<file path="config.mk">
export PLATFORM = sky130hd
export DESIGN_NAME = pwm_capture
export DESIGN_NICKNAME = d
export VERILOG_FILES = /design/src/rtl/pwm_capture.sv
export SDC_FILE = /design/constraint.sdc
export NUM_CORES = 1
export LEC_CHECK = 0
export BUFFER_PORTS_ARGS = -buffer_cell sky130_fd_sc_hd__buf_4
export CAP_MARGIN = 20
export CORE_UTILIZATION = 25
export DETAILED_ROUTE_END_ITERATION = 16
export PLACE_DENSITY_LB_ADDON = 0.15
export SLEW_MARGIN = 40
export SYNTH_ARGS = -nofsm -noshare
export SYNTH_HDL_FRONTEND = slang
export SYNTH_SLANG_ARGS = --single-unit
</file>
<file path="constraint.sdc">
create_clock -name clk -period 11.2 [get_ports clk]
set_input_delay 0.56 -clock clk [delete_from_list [all_inputs] [get_ports clk]]
set_output_delay 0.56 -clock clk [all_outputs]
set_load 0.01 [all_outputs]
</file>
<file path="src/rtl/pwm_capture.sv">
// pwm_capture: measures an incoming PWM waveform and reports period, high
// time and integer duty percent once per completed period. A constant-level
// input produces a static report instead after TIMEOUT_CYCLES without edges.
module pwm_capture #(
   parameter int CNT_W          = 32,
   parameter int TIMEOUT_CYCLES = 50_000_000
) (
   input  logic             clk,
   input  logic             rstn,
   input  logic             pwm_i,
   output logic             meas_valid_o,
   output logic [CNT_W-1:0] period_o,
   output logic [CNT_W-1:0] high_o,
   output logic [6:0]       duty_percent_o,
   output logic             static_o,
   output logic             static_level_o,
   output logic             overrun_o,
   output logic             busy_o
);

   localparam int DW   = CNT_W + 7;          // dividend width: high*100
   localparam int IT_W = $clog2(DW + 1);

   localparam logic [CNT_W-1:0] CNT_MAX  = '1;
   localparam logic [CNT_W-1:0] CNT_ONE  = CNT_W'(1);
   localparam logic [CNT_W-1:0] TMO_LAST = CNT_W'(TIMEOUT_CYCLES - 1);
   localparam logic [CNT_W-1:0] TMO_FULL = CNT_W'(TIMEOUT_CYCLES);
   localparam logic [DW-1:0]    HUNDRED  = DW'(100);
   localparam logic [IT_W-1:0]  IT_START = IT_W'(DW);
   localparam logic [IT_W-1:0]  IT_ONE   = IT_W'(1);

   typedef enum logic {
      WAIT_FIRST = 1'b0,
      RUN        = 1'b1
   } acq_state_e;

   // input path
   logic             s1_q, s2_q, s3_q;
   logic             rise, fall;

   // run / idle counters
   logic [CNT_W-1:0] cnt_q, cnt_d;
   logic [CNT_W-1:0] high_run_q;
   logic [CNT_W-1:0] idle_cnt_q, idle_cnt_d;
   logic             timeout;

   // acquisition and divider
   acq_state_e       state_q;
   logic             div_busy_q;
   logic [IT_W-1:0]  div_it_q;
   logic [CNT_W-1:0] div_rem_q;
   logic [CNT_W-1:0] div_den_q;
   logic [CNT_W-1:0] div_high_q;
   logic [DW-1:0]    div_quo_q;

   logic [CNT_W:0]   rem_shift;
   logic             rem_ge;
   logic [CNT_W-1:0] rem_d;
   logic [DW-1:0]    quo_d;
   logic             div_done, div_free, div_load, run_rise;

   // Two-flop synchronizer plus a history flop for edge detection.
   always_ff @(posedge clk) begin
      if (!rstn) begin
         s1_q <= 1'b0;
         s2_q <= 1'b0;
         s3_q <= 1'b0;
      end else begin
         // NOTE: non-blocking so each flop takes the previous stage's old value.
         s1_q <= pwm_i;
         s2_q <= s1_q;
         s3_q <= s2_q;
      end
   end

   assign rise = s2_q & ~s3_q;
   assign fall = ~s2_q & s3_q;

   // Next values of the saturating run counter and the idle counter.
   always_comb begin
      // NOTE: defaults first so every path assigns and no latch is inferred.
      cnt_d      = cnt_q;
      idle_cnt_d = idle_cnt_q;
      if (rise) begin
         cnt_d = CNT_ONE;
      end else if (cnt_q != CNT_MAX) begin
         cnt_d = cnt_q + CNT_ONE;
      end
      if (rise || fall) begin
         idle_cnt_d = '0;
      end else if (idle_cnt_q != TMO_FULL) begin
         idle_cnt_d = idle_cnt_q + CNT_ONE;
      end
   end

   // Holding idle_cnt at TMO_FULL makes the timeout fire once per idle stretch.
   assign timeout = ~(rise | fall) && (idle_cnt_q == TMO_LAST);

   // Run counter, latched high time and idle counter registers.
   always_ff @(posedge clk) begin
      if (!rstn) begin
         cnt_q      <= '0;
         high_run_q <= '0;
         idle_cnt_q <= '0;
      end else begin
         cnt_q      <= cnt_d;
         idle_cnt_q <= idle_cnt_d;
         if (fall) begin
            high_run_q <= cnt_q;
         end
      end
   end

   // One restoring-division step: shift in the next dividend bit, subtract if it fits.
   always_comb begin
      rem_shift = {div_rem_q, div_quo_q[DW-1]};
      rem_ge    = (rem_shift >= {1'b0, div_den_q});
      rem_d     = rem_ge ? (rem_shift[CNT_W-1:0] - div_den_q) : rem_shift[CNT_W-1:0];
      quo_d     = {div_quo_q[DW-2:0], rem_ge};
   end

   // A divider in its final cycle counts as free so back-to-back periods of
   // exactly CNT_W+8 cycles are still accepted.
   assign div_done = div_busy_q && (div_it_q == '0);
   assign div_free = !div_busy_q || div_done;
   assign run_rise = (state_q == RUN) && rise;
   assign div_load = run_rise && div_free;

   // Acquisition FSM, divider sequencing and registered result outputs.
   always_ff @(posedge clk) begin
      if (!rstn) begin
         // NOTE: the divider datapath is reset too, so aborted work leaves no residue.
         state_q        <= WAIT_FIRST;
         div_busy_q     <= 1'b0;
         div_it_q       <= '0;
         div_rem_q      <= '0;
         div_den_q      <= '0;
         div_high_q     <= '0;
         div_quo_q      <= '0;
         meas_valid_o   <= 1'b0;
         period_o       <= '0;
         high_o         <= '0;
         duty_percent_o <= '0;
         static_o       <= 1'b0;
         static_level_o <= 1'b0;
         overrun_o      <= 1'b0;
      end else begin
         meas_valid_o <= 1'b0;
         if (timeout) begin
            // Static report; any divide in flight is dropped unpublished.
            state_q        <= WAIT_FIRST;
            div_busy_q     <= 1'b0;
            div_it_q       <= '0;
            period_o       <= '0;
            high_o         <= '0;
            duty_percent_o <= s2_q ? 7'd100 : 7'd0;
            static_o       <= 1'b1;
            static_level_o <= s2_q;
            meas_valid_o   <= 1'b1;
         end else begin
            if (rise) begin
               state_q <= RUN;
            end
            if (div_done) begin
               period_o       <= div_den_q;
               high_o         <= div_high_q;
               duty_percent_o <= div_quo_q[6:0];
               static_o       <= 1'b0;
               meas_valid_o   <= 1'b1;
            end
            if (div_load) begin
               div_busy_q <= 1'b1;
               div_it_q   <= IT_START;
               div_rem_q  <= '0;
               div_den_q  <= cnt_q;
               div_high_q <= high_run_q;
               div_quo_q  <= DW'(high_run_q) * HUNDRED;
            end else if (div_done) begin
               div_busy_q <= 1'b0;
            end else if (div_busy_q) begin
               div_it_q  <= div_it_q - IT_ONE;
               div_rem_q <= rem_d;
               div_quo_q <= quo_d;
            end
            if (run_rise && !div_free) begin
               overrun_o <= 1'b1;
            end
         end
      end
   end

   assign busy_o = div_busy_q;

endmodule

</file>
### Word-level counts from Yosys, hierarchy flattened

Index checks and enable logic that the tools add are counted.

| word-level totals | value |
|---|---|
| memories | 0 |
| word-level logic and storage cells | 84 |
| bits in writable memories | 0 |
| bits in read-only memories | 0 |
| bits in registers | 317 |
| input port bits | 3 |
| bits in latches | 0 |

| cells by class | value |
|---|---|
| $lt $le $gt $ge | 1 |
| add/subtract/negate cells | 4 |
| reduce and logical (&&, ||, !) cells | 23 |
| multipliers | 1 |
| divide/modulo/power cells | 0 |
| shift-type cells | 0 |
| bitwise operators | 9 |
| equal/unequal tests | 4 |
| mux-type cells | 20 |

Operators by type and width:

| kind | count |
|---|---|
| $mux 32 | 4 |
| $mux 39 | 3 |
| $add 32x1->32 const B | 2 |
| $mul 32x5->37 const B | 1 |
| $ge 33x32->1 | 1 |
| $eq 32x26->1 const B | 1 |
| $ne 32x26->1 const B | 1 |
| $ne 32x32->1 const B | 1 |
| $sub 32x32->32 | 1 |
| $mux 7 | 3 |
| $mux 6 | 3 |
| $reduce_and 2->1 | 4 |
| $reduce_bool 2->1 | 4 |
| $mux 1 | 7 |
| $logic_not 6->1 | 1 |
| $not 1->1 | 6 |
| $reduce_or 2->1 | 3 |
| $sub 6x1->6 const B | 1 |
| $logic_and 1x1->1 | 5 |
| $reduce_and 3->1 | 1 |
| $reduce_or 3->1 | 1 |
| $and 1x1->1 | 2 |
| $logic_not 1->1 | 2 |
| $logic_or 1x1->1 | 2 |
| 2 further kinds | 2 |

### Depth between registers and ports, before layout

| logic depth | value |
|---|---|
| word-level depth | 7 |
| depth in mapped cells | 16 |

### Worst setup path before layout

No wires, ideal clock.

| timing | value |
|---|---|
| path type | register to register |
| start point | register high_run_q[6] |
| end point | register div_quo_q[37] |
| stages on the path, launching flop included | 17 |
| slack | 7.048 ns |
| data arrival time | 4.035 ns |
| buffers on the path | 1 |
| required time | 11.083 ns |
| cells stage by stage | dfxtp_1 ha_1 ha_1 inv_1 fa_1 inv_1 ha_1 clkbuf_1 a2111oi_0 o21ai_0 a41oi_1 a21oi_1 a221oi_1 nand2b_1 o31a_1 or4_1 a22o_1 |

| between the ends | value |
|---|---|
| word-level cells in the longest chain between the ends | 2 |

Ends and longest elaborated chain:

| what | line | text |
|---|---|---|
| start, declared | 43 | `logic [CNT_W-1:0] high_run_q;` |
| start signal, assigned | 109 | `high_run_q <= cnt_q;` |
| $mul 32x5->37 | 177 | `div_quo_q <= DW'(high_run_q) * HUNDRED;` |
| $mux 39 | 171 | `if (div_load) begin` |
| end signal, assigned | 177 |  |
| end signal, assigned | 183 | `div_quo_q <= quo_d;` |
| end, declared | 54 | `logic [DW-1:0] div_quo_q;` |

Every way passes these cells.
A chain may end at the register's enable or synchronous reset.

### Worst setup path in the final report

Ends and elaborated chain as after synthesis.

==> run_results.csv <==
group,metric,value,unit
outcome,status,"finished, final reports clean",
floorplan,io_pins,79,
floorplan,rows,97,
critical_path,max_stage_delay,0.50,ns
layout,drive_gt1_share,8.14,%
critical_path,crit_top_cell,"ha_1",
floorplan,die_area,71800,um2
critical_path,cp_num_buf_inv,2,
clocking,post_cts_buffers,0,
detailed_routing,first_pass_iters,5,
global_route,grt_pass1_vias,14300,
min_path,min_path_type,"in2reg",
layout,multi_input_area,10300,um2
clocking,cts.repair.resized,0,
layout,antenna_cells,0,
detailed_routing,post_drt_wl_per_cell,15.4,um
detailed_routing,drt_iter0_drc,607,
layout,fill_cells,7551,
clocking,cts.sinks,317,
clocking,hold_buffers,0,
yosys,synth-edff-count,0,
yosys,ys_top_cells_by_area,"dfxtp_1 36%, ha_1 9.9%, nand2_1 8.6%",
clocking,cts_max_level,2,
detailed_routing,ant_nets,0,
yosys,yosys_warnings,0,
placement,io_buffers,78,
clocking,cts_root_buf,"clkbuf_16",
timing,post-route-min-period,4.61,ns
yosys,syn_area_per_cell,8.20,um2
timing,setup_viol,0,
timing,rsz0062_at_grt,"no",
clocking,clkSlewWorstSetupHoldPaths,0.06,ns
critical_path,rr_startpoint,"high_run_q[6]$_SDFFE_PN0P_",
placement,pre_cts_slack,6.55,ns
critical_path,cp-startpoint,"high_run_q[6]$_SDFFE_PN0P_",
clocking,cts_tree,"done",
yosys,netlist_instances,2157,
floorplan,start_util,25.3,%
min_path,worstHoldStart,"pwm_i",
critical_path,end_kind,"flip-flop",
critical_path,slowest_stage,"fa_1",
timing,tightest_slew,0.745,ns
power,ir_drop,0.0692,mV
layout,syn2layout_area_growth,15.3,%
yosys,ys_types,72,
critical_path,cp-start-kind,"flip-flop",
yosys,netlist_area,17700,um2
yosys,synthFlopType,"dfxtp_1",
timing,setup_slack,6.59,ns
timing,setup_tns,0,ns
power,power_density,118,nW/um2
placement,place_area,19200,um2
placement,gp_congestion,0.855,
floorplan,die_w,268,um
detailed_routing,drc,0,
yosys,synth_top_area_share,35.9,%
detailed_routing,vias,14400,
yosys,syn-num-nets,2328,
floorplan,core-area,70000,um2
timing,min_period_over_period,41.2,%
layout,seqCellArea,6350,um2
yosys,synth.most_common_cell,"nand2_1",
critical_path,cp_max_fo,7,
global_route,grt_pass1_wl,78300,um
flow_run,cap_violations,0,
critical_path,crit_chain,"ha_1 -> ha_1 -> inv_1 -> fa_1 -> inv_1 -> ha_1 -> a2111oi_0 -> o21ai_0 -> a41oi_1 -> a21oi_1 -> a221oi_1 -> nand2b_1 -> o31a_1 -> or4_1 -> a22o_1",
layout,fin_nets,2350,
floorplan,die_y,268,um
power,p_leak,8.42,nW
yosys,yosysSeqAreaShare,35.9,%
timing,slew_viol_final,0,
clocking,numCtsBuffers,40,
timing,holdWs,0.220,ns
detailed_routing,vias_per_cell,4.59,
timing,worst_clock_skew,0.0119,ns
layout,fin_area,20400,um2
global_route,antenna_found_initial,1,
yosys,synthArstFlopShare,0,%
timing,slew_headroom,50.3,%
global_route,grt_usage,13.7,%
yosys,synth-seq-cells,317,
yosys,synth_common_cells,"407 x nand2_1, 317 x dfxtp_1, 182 x inv_1, 145 x a21oi_1, 140 x ha_1",
clocking,clk_latency,0.55,ns
critical_path,path_class,"reg2reg",
timing,max_freq,0.217,GHz
placement,hpwl,35000,um
timing,final_hold_viol_count,0,
detailed_routing,wl,48300,um
critical_path,required,11.64,ns
global_route,grt_max_degree,79,
critical_path,arrival,5.05,ns
critical_path,cp_top_family,"compound AO/OA/AOI/OAI gates",
global_route,globalRouteOverflowTotal,0,
yosys,synth_top_area_cell,"dfxtp_1",
clocking,clockBufferDepth,3,
[layout make-up]
class,instances,share of cell area [%]
Clock buffer,57,5.62
Clock inverter,5,0.270
Inverter,182,3.35
Multi-Input combinational cell,1543,50.3
Sequential cell,317,31.1
Tap cell,940,5.77
Timing Repair Buffer,95,3.50
[cell usage in the layout, fill, tap and decap left out, types with 8 or more instances in the layout]
master | Yosys | routed
a31oi_1 | 14 | 14
xor2_1 | 61 | 61
nand3_1 | 42 | 42
buf_4 | 0 | 95
mux2i_1 | 51 | 51
o211a_1 | 8 | 8
fa_1 | 28 | 28
nor2b_1 | 41 | 41
clkbuf_16 | 0 | 41
a211oi_1 | 8 | 8
nor3_1 | 17 | 17
xnor2_1 | 50 | 50
o211ai_1 | 15 | 15
or3_1 | 16 | 16
a21oi_1 | 145 | 144
inv_1 | 182 | 182
o21ai_0 | 82 | 82
and3_1 | 16 | 16
a21o_1 | 37 | 37
clkbuf_1 | 99 | 10
dfxtp_1 | 317 | 317
o221ai_1 | 9 | 9
and2_1 | 14 | 13
a21boi_0 | 77 | 77
o21bai_1 | 12 | 12
nor2_1 | 116 | 114
and4_1 | 8 | 8
nand4_1 | 22 | 22
nand2_1 | 407 | 403
ha_1 | 140 | 139
a22oi_1 | 12 | 12
[worst register-to-register path: cells and delay by family, from the launching register on]
family | cells | cell delay [ns]
adder cells (fa/ha/maj) | 4 | 1.42
flip-flops | 1 | 0.43
AND/OR/NAND/NOR | 2 | 0.52
buffers and inverters | 2 | 0.09
AO/OA/AOI/OAI | 7 | 2.05
[stage by stage]
step,util [%],power (W),std cells
floorplan,-,0.00119,2157
global placement,27.3,0.00121,3077
detailed placement,27.4,0.00121,3077
CTS,29.1,0.00246,3139
global route,29.1,0.00250,3139
finish,29.1,0.00240,3139
[logic make-up (layout without fill, tap and decap cells)]
logic type | after synthesis | count (layout) | share of synthesized area [%]
flip-flops | 317 | 317 | 35.9
XOR/XNOR | 111 | 111 | 5.50
AND/OR/NAND/NOR | 733 | 733 | 18.7
buffers and inverters | 297 | 339 | 6.45
multiplexers | 52 | 52 | 2.95
AO/OA/AOI/OAI | 479 | 479 | 17.4
adder cells (fa/ha/maj) | 168 | 168 | 13.1
[registers in the layout (all words and copies together) (netlist names), 6 cells and up]
signal / count
duty_percent_o: 7
div_rem_q: 32
high_run_q: 32
div_den_q: 32
div_it_q: 6
period_o: 32
div_high_q: 32
cnt_q: 32
idle_cnt_q: 32
div_quo_q: 39
high_o: 32
[path summary, 6_finish.rpt]
kind	endpoint	depth (start not counted)	slack (ns)
setup / recovery	div_quo_q[37]$_SDFFE_PN0P_	15	6.59
hold / removal	s1_q$_SDFF_PN0_	2	0.22
setup reg to reg	div_quo_q[37]$_SDFFE_PN0P_	15	6.59
hold reg to reg	s2_q$_SDFF_PN0_	1	0.43
[power by group]
part / switching (W) / internal, W
logic: 0.0000307 / 0.0000142
registers: 0.00000572 / 0.00113
clock network: 0.000494 / 0.000725
total: 0.000530 / 0.00187
[metal layers]
| layer | GRT usage (%) | vias up | wire [um] |
|---|---|---|---|
| met3 | 1.90 | 57 | 1530 |
| met5 | 0 | - | 0 |
| li1 | - | 7346 | - |
| met1 | 18.4 | 6819 | 23500 |
| met4 | 3.47 | 0 | 815 |
| met2 | 22.7 | 178 | 22500 |
No activity file was read; power rests on OpenSTA's default activity.
